**config.mk**
```make
export PLATFORM = sky130hd
export DESIGN_NAME = ram_delay_ctrl_flat
export DESIGN_NICKNAME = d
export VERILOG_FILES = /design/src/rtl/ram_delay_ctrl_if.sv /design/src/rtl/ram_delay_ctrl.sv /design/src/flat_wrapper.sv
export SDC_FILE = /design/constraint.sdc
export NUM_CORES = 1
export LEC_CHECK = 0
export BUFFER_PORTS_ARGS = -buffer_cell sky130_fd_sc_hd__buf_2
export CORE_MARGIN = 1
export CORE_UTILIZATION = 40
export CTS_CLUSTER_SIZE = 25
export DETAILED_ROUTE_END_ITERATION = 6
export MAX_ROUTING_LAYER = met4
export PLACE_DENSITY = 0.8
export SLEW_MARGIN = 20
export SYNTH_ARGS = -nofsm -noshare
export SYNTH_HDL_FRONTEND = slang
export SYNTH_SLANG_ARGS = --single-unit
```
**constraint.sdc**
```tcl
create_clock -name clk -period 5.2 [get_ports clk]
set_input_delay 0.52 -clock clk [delete_from_list [all_inputs] [get_ports clk]]
set_output_delay 0.52 -clock clk [all_outputs]
set_load 0.03 [all_outputs]
```
**src/rtl/ram_delay_ctrl_if.sv**
```systemverilog
// rtl/ram_delay_ctrl_if.sv - sample stream, delay-line RAM and delayed output bundle
interface ram_delay_ctrl_if #(
    parameter int P_NBITS_DATA = 42,
    parameter int P_NBITS_ADDR = 9
);
    logic                    s_valid;
    logic [P_NBITS_DATA-1:0] s_data;
    logic                    s_ready;
    logic                    ram_wr;
    logic [P_NBITS_DATA-1:0] ram_d;
    logic [P_NBITS_ADDR-1:0] ram_n;
    logic                    ram_valid;
    logic [P_NBITS_DATA-1:0] ram_qn;
    logic                    m_valid;
    logic [P_NBITS_DATA-1:0] m_data;

    modport slave (
        input  s_valid, s_data, ram_valid, ram_qn,
        output s_ready, ram_wr, ram_d, ram_n, m_valid, m_data
    );

    modport master (
        output s_valid, s_data, ram_valid, ram_qn,
        input  s_ready, ram_wr, ram_d, ram_n, m_valid, m_data
    );
endinterface

```
**src/rtl/ram_delay_ctrl.sv**
```systemverilog
// rtl/ram_delay_ctrl.sv - delay-line RAM controller; RAM_DELAY_CTRL_STATS_EN enables drop_cnt
module ram_delay_ctrl #(
    parameter int P_NBITS_DATA = 42,
    parameter int P_NBITS_ADDR = 9,
    parameter int P_FLUSH_CYC  = 2
) (
    input  logic                    clk,
    input  logic                    rst,
    ram_delay_ctrl_if.slave         bus,
    input  logic [P_NBITS_ADDR-1:0] n_cfg,
    input  logic                    n_load,
    output logic                    busy,
    output logic [P_NBITS_ADDR-1:0] fill_cnt,
    output logic [15:0]             drop_cnt
);
    localparam int FW = (P_FLUSH_CYC > 1) ? $clog2(P_FLUSH_CYC) : 1;
    localparam logic [FW-1:0] FLUSH_LAST = FW'(P_FLUSH_CYC - 1);
    localparam logic [P_NBITS_ADDR-1:0] N_ONE = P_NBITS_ADDR'(1);

    typedef enum logic [1:0] {
        ST_IDLE,
        ST_FILL,
        ST_RUN,
        ST_FLUSH
    } state_t;

    state_t                  state_q, state_d;
    logic [P_NBITS_ADDR-1:0] ram_n_q, ram_n_d;
    logic [P_NBITS_ADDR-1:0] pend_q, pend_d;
    logic [P_NBITS_ADDR-1:0] fill_q, fill_d;
    logic [FW-1:0]           flush_q, flush_d;
    logic                    m_valid_q;
    logic [P_NBITS_DATA-1:0] m_data_q;

    logic                    accept;
    logic [P_NBITS_ADDR-1:0] n_clamp;
    logic [P_NBITS_ADDR-1:0] fill_inc;

    assign bus.s_ready = !rst && (state_q != ST_FLUSH);
    assign accept      = bus.s_valid && bus.s_ready;
    assign bus.ram_wr  = accept;
    assign bus.ram_d   = bus.s_data;
    assign bus.ram_n   = ram_n_q;
    assign bus.m_valid = m_valid_q;
    assign bus.m_data  = m_data_q;
    assign busy        = (state_q == ST_FILL) || (state_q == ST_FLUSH);
    assign fill_cnt    = fill_q;

    assign n_clamp  = (n_cfg == '0) ? N_ONE : n_cfg;
    assign fill_inc = fill_q + N_ONE;

    always_comb begin
        state_d = state_q;
        ram_n_d = ram_n_q;
        pend_d  = pend_q;
        fill_d  = fill_q;
        flush_d = flush_q;
        case (state_q)
            ST_IDLE: begin
                if (accept) begin
                    fill_d  = N_ONE;
                    state_d = (ram_n_q == N_ONE) ? ST_RUN : ST_FILL;
                end
                if (n_load) begin
                    ram_n_d = n_clamp;
                    pend_d  = n_clamp;
                end
            end
            ST_FILL, ST_RUN: begin
                // >= keeps FILL from stalling if ram_n ever lands below fill_cnt
                if (accept && (state_q == ST_FILL)) begin
                    fill_d = fill_inc;
                    if (fill_inc >= ram_n_q) begin
                        fill_d  = ram_n_q;
                        state_d = ST_RUN;
                    end
                end
                if (n_load) begin
                    pend_d  = n_clamp;
                    flush_d = '0;
                    state_d = ST_FLUSH;
                end
            end
            ST_FLUSH: begin
                if (n_load) begin
                    pend_d  = n_clamp;
                    flush_d = '0;
                end else if (flush_q == FLUSH_LAST) begin
                    ram_n_d = pend_q;
                    fill_d  = '0;
                    state_d = ST_FILL;
                end else begin
                    flush_d = flush_q + FW'(1);
                end
            end
            default: state_d = ST_IDLE;
        endcase
    end

    always_ff @(posedge clk or posedge rst) begin
        if (rst) begin
            state_q   <= ST_IDLE;
            ram_n_q   <= N_ONE;
            pend_q    <= N_ONE;
            fill_q    <= '0;
            flush_q   <= '0;
            m_valid_q <= 1'b0;
            m_data_q  <= '0;
        end else begin
            state_q   <= state_d;
            ram_n_q   <= ram_n_d;
            pend_q    <= pend_d;
            fill_q    <= fill_d;
            flush_q   <= flush_d;
            m_valid_q <= bus.ram_valid && (state_q == ST_RUN);
            m_data_q  <= bus.ram_qn;
        end
    end

`ifdef RAM_DELAY_CTRL_STATS_EN
    logic [15:0] drop_q;

    always_ff @(posedge clk or posedge rst) begin
        if (rst) begin
            drop_q <= '0;
        end else if (bus.s_valid && !bus.s_ready && (drop_q != 16'hFFFF)) begin
            drop_q <= drop_q + 16'd1;
        end
    end

    assign drop_cnt = drop_q;
`else
    assign drop_cnt = '0;
`endif
endmodule

```
**src/flat_wrapper.sv**
```systemverilog
// flat-port wrapper written by rule: the top's interface ports become plain ports
module ram_delay_ctrl_flat 
#(
    parameter int P_NBITS_DATA = 42,
    parameter int P_NBITS_ADDR = 9,
    parameter int P_FLUSH_CYC  = 2
)
  (clk, rst, n_cfg, n_load, busy, fill_cnt, drop_cnt, bus_s_valid, bus_s_data, bus_ram_valid, bus_ram_qn, bus_s_ready, bus_ram_wr, bus_ram_d, bus_ram_n, bus_m_valid, bus_m_data);
  ram_delay_ctrl_if #(.P_NBITS_DATA(P_NBITS_DATA), .P_NBITS_ADDR(P_NBITS_ADDR)) bus_i ();
  input  logic clk;
  input  logic rst;
  input  logic [P_NBITS_ADDR-1:0] n_cfg;
  input  logic n_load;
  output logic busy;
  output logic [P_NBITS_ADDR-1:0] fill_cnt;
  output logic [15:0] drop_cnt;
  input wire logic [$bits(bus_i.s_valid)-1:0] bus_s_valid;
  input wire logic [$bits(bus_i.s_data)-1:0] bus_s_data;
  input wire logic [$bits(bus_i.ram_valid)-1:0] bus_ram_valid;
  input wire logic [$bits(bus_i.ram_qn)-1:0] bus_ram_qn;
  output wire logic [$bits(bus_i.s_ready)-1:0] bus_s_ready;
  output wire logic [$bits(bus_i.ram_wr)-1:0] bus_ram_wr;
  output wire logic [$bits(bus_i.ram_d)-1:0] bus_ram_d;
  output wire logic [$bits(bus_i.ram_n)-1:0] bus_ram_n;
  output wire logic [$bits(bus_i.m_valid)-1:0] bus_m_valid;
  output wire logic [$bits(bus_i.m_data)-1:0] bus_m_data;
  assign bus_i.s_valid = bus_s_valid;
  assign bus_i.s_data = bus_s_data;
  assign bus_i.ram_valid = bus_ram_valid;
  assign bus_i.ram_qn = bus_ram_qn;
  assign bus_s_ready = bus_i.s_ready;
  assign bus_ram_wr = bus_i.ram_wr;
  assign bus_ram_d = bus_i.ram_d;
  assign bus_ram_n = bus_i.ram_n;
  assign bus_m_valid = bus_i.m_valid;
  assign bus_m_data = bus_i.m_data;
  ram_delay_ctrl #(.P_NBITS_DATA(P_NBITS_DATA), .P_NBITS_ADDR(P_NBITS_ADDR), .P_FLUSH_CYC(P_FLUSH_CYC)) u_core (.clk(clk), .rst(rst), .bus(bus_i), .n_cfg(n_cfg), .n_load(n_load), .busy(busy), .fill_cnt(fill_cnt), .drop_cnt(drop_cnt));
endmodule
```
==> results.txt <==
The run finished with clean final reports. Of the available clock period, the critical path in the final layout requires 0.645. The post-detailed-route count of antenna-violating nets is 0. Measured against its own limit, the worst slew margin works out to 0.398. The starting density of the core is 0.419. Walking the worst path, the cells encountered are ha_1, nand3_1, nor3_1, xor2_1, ha_1, nand4_1, nor2_1, a211oi_4, a31oi_2, mux2_4. Among all flip-flop cells after synthesis, the most frequent one is sky130_fd_sc_hd__dfrtp_1.

Dividing the synthesized area by the synthesized cell count gives 11.3 um2. The min-delay analysis places its worst path in the category in -> reg. The switching part of the total came out at 0.407. The area of the core region came out at 8340 um2.

The peak fanout along the critical path came out at 19. The setup fix buffers added after clock tree synthesis is 0. The buffers plus inverters on the worst setup path is 0. From bottom edge to top edge, the die measures 95.4 um. The wire length after detailed routing came out at 7.69 mm. The share of total power dissipated in sequential elements is 0.377. The final number of setup-violating endpoints is 0. The worst ir drop on vdd is 211 uV.

In the final layout, the share of cells above drive strength 1 is 0.373. The number of cells produced by synthesis is 309. The power per cell area came out at 503 nW/um2.

The largest incremental delay on the critical path is 0.75 ns. The total chip power came out at 0.00202 W. The share of the Yosys chip area taken by registers is 0.524. The boundary pin count is 220.

The master of the slowest instance on the critical path is sky130_fd_sc_hd__a211oi_4. Clock-pin slew was measured on the worst setup and hold paths at 0.08 ns. The number of maximum-capacitance constraint violations came out at 0. The net count reported at finish is 502.

The master cell of the clock root buffer is sky130_fd_sc_hd__clkbuf_8. The total of warnings raised by yosys came out at 0. The library cell occupying the most area in the post-synthesis netlist is sky130_fd_sc_hd__dfrtp_1. The pin slew with the least headroom to its limit is 0.903 ns. After routing, the total negative slack on setup checks comes to 0 ns. After synthesis, the cell types taking the most area are sky130_fd_sc_hd__dfrtp_1 (51%), sky130_fd_sc_hd__buf_4 (12%), sky130_fd_sc_hd__ha_1 (5.4%). The synthesis-to-finish area growth is 14.9%. Setup repair after global routing left no endpoint under its margin. The number of vias per cell after detailed routing came out at 4.82.

The register bit count reported by yosys came out at 73. The number of antenna violations at the first check in global routing is 0. The buffer levels on the longest clock path came out at 2. The overall via count from detail_route is 2404. The startpoint-to-endpoint class of the critical path is reg -> reg. The final routed DRC violation total is 0. Data on the critical path arrives at its endpoint at 3.58 ns.

The first routing iteration left 100 violations. For this run, the total global-route usage over all layers was measured as 0.184. The full die area is 9110 um2.

The HPWL after detailed placement is 5.91 mm. The pre-antenna-repair detailed-routing pass consisted of 4 iterations. Across the routed clock network, the largest skew measured is 0.00950 ns. In this run the horizontal extent of the chip is 95.4 um. In this design, the largest share of critical-path delay is due to compound AO/OA/AOI/OAI gates. The synthesized cell area came out at 3490 um2. The fraction of synthesized cell area taken by the top area cell type came out at 0.509. Ranked by instance count, the synthesized netlist is headed by sky130_fd_sc_hd__dfrtp_1 (71), sky130_fd_sc_hd__buf_4 (58), sky130_fd_sc_hd__nor2_1 (22). The H-tree generated during clock tree synthesis spans 3 levels. The share of total power dissipated in the clock network is 0.229. The global placer's final weighted congestion is 0.888. The cell repeated most along the worst path is sky130_fd_sc_hd__ha_1. The total of cells resized after clock tree synthesis came out at 0. Yosys mapped a number of flops with a built-in enable equal to 0.

Static timing analysis puts the maximum clock frequency at 298 MHz. The share of total power dissipated in combinational logic is 0.394. The worst setup path is launched from a register. The final number of max-transition violations came out at 0. The leakage power is 2.05 nW. The critical path data required time came out at 5.43 ns.

The via count of the first global-routing pass came to 2572. The clock net sink count is 73. The number of distinct library cells after synthesis is 45. The endpoint type of the worst setup path is a register. The clock insertion delay at the later pin of the skew report is 0.34 ns. The count of buffers inserted at the top-level ports came out at 119. For this run the aggregate overflow at the end of global routing stands at 0. The smallest clock period supported by the final layout is computed as 3.35 ns. The average detailed-routed wire length per instance came out at 15.4 um. Entering global routing, the biggest net connects 44 pins.

Cell internal power was estimated by the tool at 0.00120 W. The proportion of synthesized flip-flops having asynchronous set or reset is 1.00. Yosys instantiated no cell more often than sky130_fd_sc_hd__dfrtp_1. The first-pass GRT wire length came out at 12.0 mm. TritonCTS created 9 clock buffers. The number of failing hold endpoints at the final stage came to 0. The net switching power figure is 0.000822 W.

The quantity of hold-fixing buffers added after cts came out at 0. The count of standard-cell rows is 33. TritonCTS built the clock tree. The total inserted antenna cells is 0.
==> per-stage QoR <==
stage / setup WS (ns) / std cells / hold slack [ns] / utilization / area (um2)
2_1_floorplan: 2.21 / 324 / 0.464 / - / 3550
3_3_place_gp: 2.00 / 483 / 0.473 / 0.456 / 3800
3_5_place_dp: 1.88 / 483 / 0.482 / 0.456 / 3800
4_1_cts: 1.88 / 499 / 0.251 / 0.481 / 4010
5_1_grt: 1.49 / 499 / 0.251 / 0.481 / 4010
6_report: 1.85 / 499 / 0.273 / 0.481 / 4010
==> path summary, 6_finish.rpt <==
path	startpoint	to	slack (ns)	cells after the start
max	u_core.fill_cnt[0]$_DFFE_PP0P_	u_core.state_q[0]$_DFFE_PP0P_	1.85	10
min	bus_ram_qn[3]	u_core.bus.m_data[3]$_DFF_PP0_	0.27	1
max reg2reg	u_core.fill_cnt[0]$_DFFE_PP0P_	u_core.state_q[0]$_DFFE_PP0P_	1.85	10
min reg2reg	u_core.pend_q[1]$_DFFE_PP0P_	u_core.pend_q[1]$_DFFE_PP0P_	0.49	1
max in group asynchronous	rst	u_core.bus.m_data[26]$_DFF_PP0_	3.91	3
min in group asynchronous	rst	u_core.pend_q[2]$_DFFE_PP0P_	0.30	2
==> area by class of cell <==
cell class              instances  area, um2
repair buffers                120        603
inverters                      20       75.1
multi-input cells             165       1160
flip-flops and latches         73       1830
well taps                     105        131
clock buffers                  10        138
clock inverters                 6       72.6
fillers                       769       4330
==> power groups by stage <==
stage | Sequential, W | Clock, W | Combinational, W
after global routing | 0.000777 | 0.000493 | 0.000864
after CTS | 0.000763 | 0.000477 | 0.000794
final | 0.000763 | 0.000462 | 0.000795
after global placement | 0.000769 | 0 | 0.000761
after detailed placement | 0.000773 | 0 | 0.000790
after floorplan | 0.000869 | 0 | 0.000552
==> layout by cell type (no fill, tap or decap), types with 9 or more instances in the layout <==
cell,Yosys,layout
sky130_fd_sc_hd__mux2_1,9,9
sky130_fd_sc_hd__dfrtp_1,71,71
sky130_fd_sc_hd__ha_1,15,15
sky130_fd_sc_hd__conb_1,1,16
sky130_fd_sc_hd__nand2_1,10,10
sky130_fd_sc_hd__clkbuf_8,0,10
sky130_fd_sc_hd__mux2i_1,16,16
sky130_fd_sc_hd__buf_2,6,119
sky130_fd_sc_hd__a21oi_1,17,17
sky130_fd_sc_hd__nor2_1,22,22
sky130_fd_sc_hd__inv_1,20,19
==> flip-flops by register name, indices dropped and copies added, names as in the netlist <==
name and flops:
u_core.bus.m_valid 1, u_core.bus.m_data 42, u_core.bus.ram_n 9, u_core.fill_cnt 9
u_core.flush_q 1, u_core.pend_q 9, u_core.state_q 2
==> logic make-up (layout without fill, tap and decap cells) <==
logic type      after synthesis  in the layout  synth area share
compound gates               39             39            0.0756
xor+xnor                      7              7            0.0176
fa+ha+maj                    15             15            0.0537
buf+inv                      86            156             0.159
flops                        73             73             0.524
mux                          26             26            0.0792
other cells                   1             16           0.00107
simple gates                 62             62            0.0899
==> layer usage <==
| layer | part of all wire | routed length [um] | global-route usage |
|---|---|---|---|
| met5 | 0 | 0 | - |
| met2 | 0.51 | 3920 | 0.314 |
| met4 | 0.022 | 168 | 0.0771 |
| met1 | 0.37 | 2870 | 0.199 |
| met3 | 0.094 | 722 | 0.0558 |
Note: power is estimated with default switching activity, not from simulation.
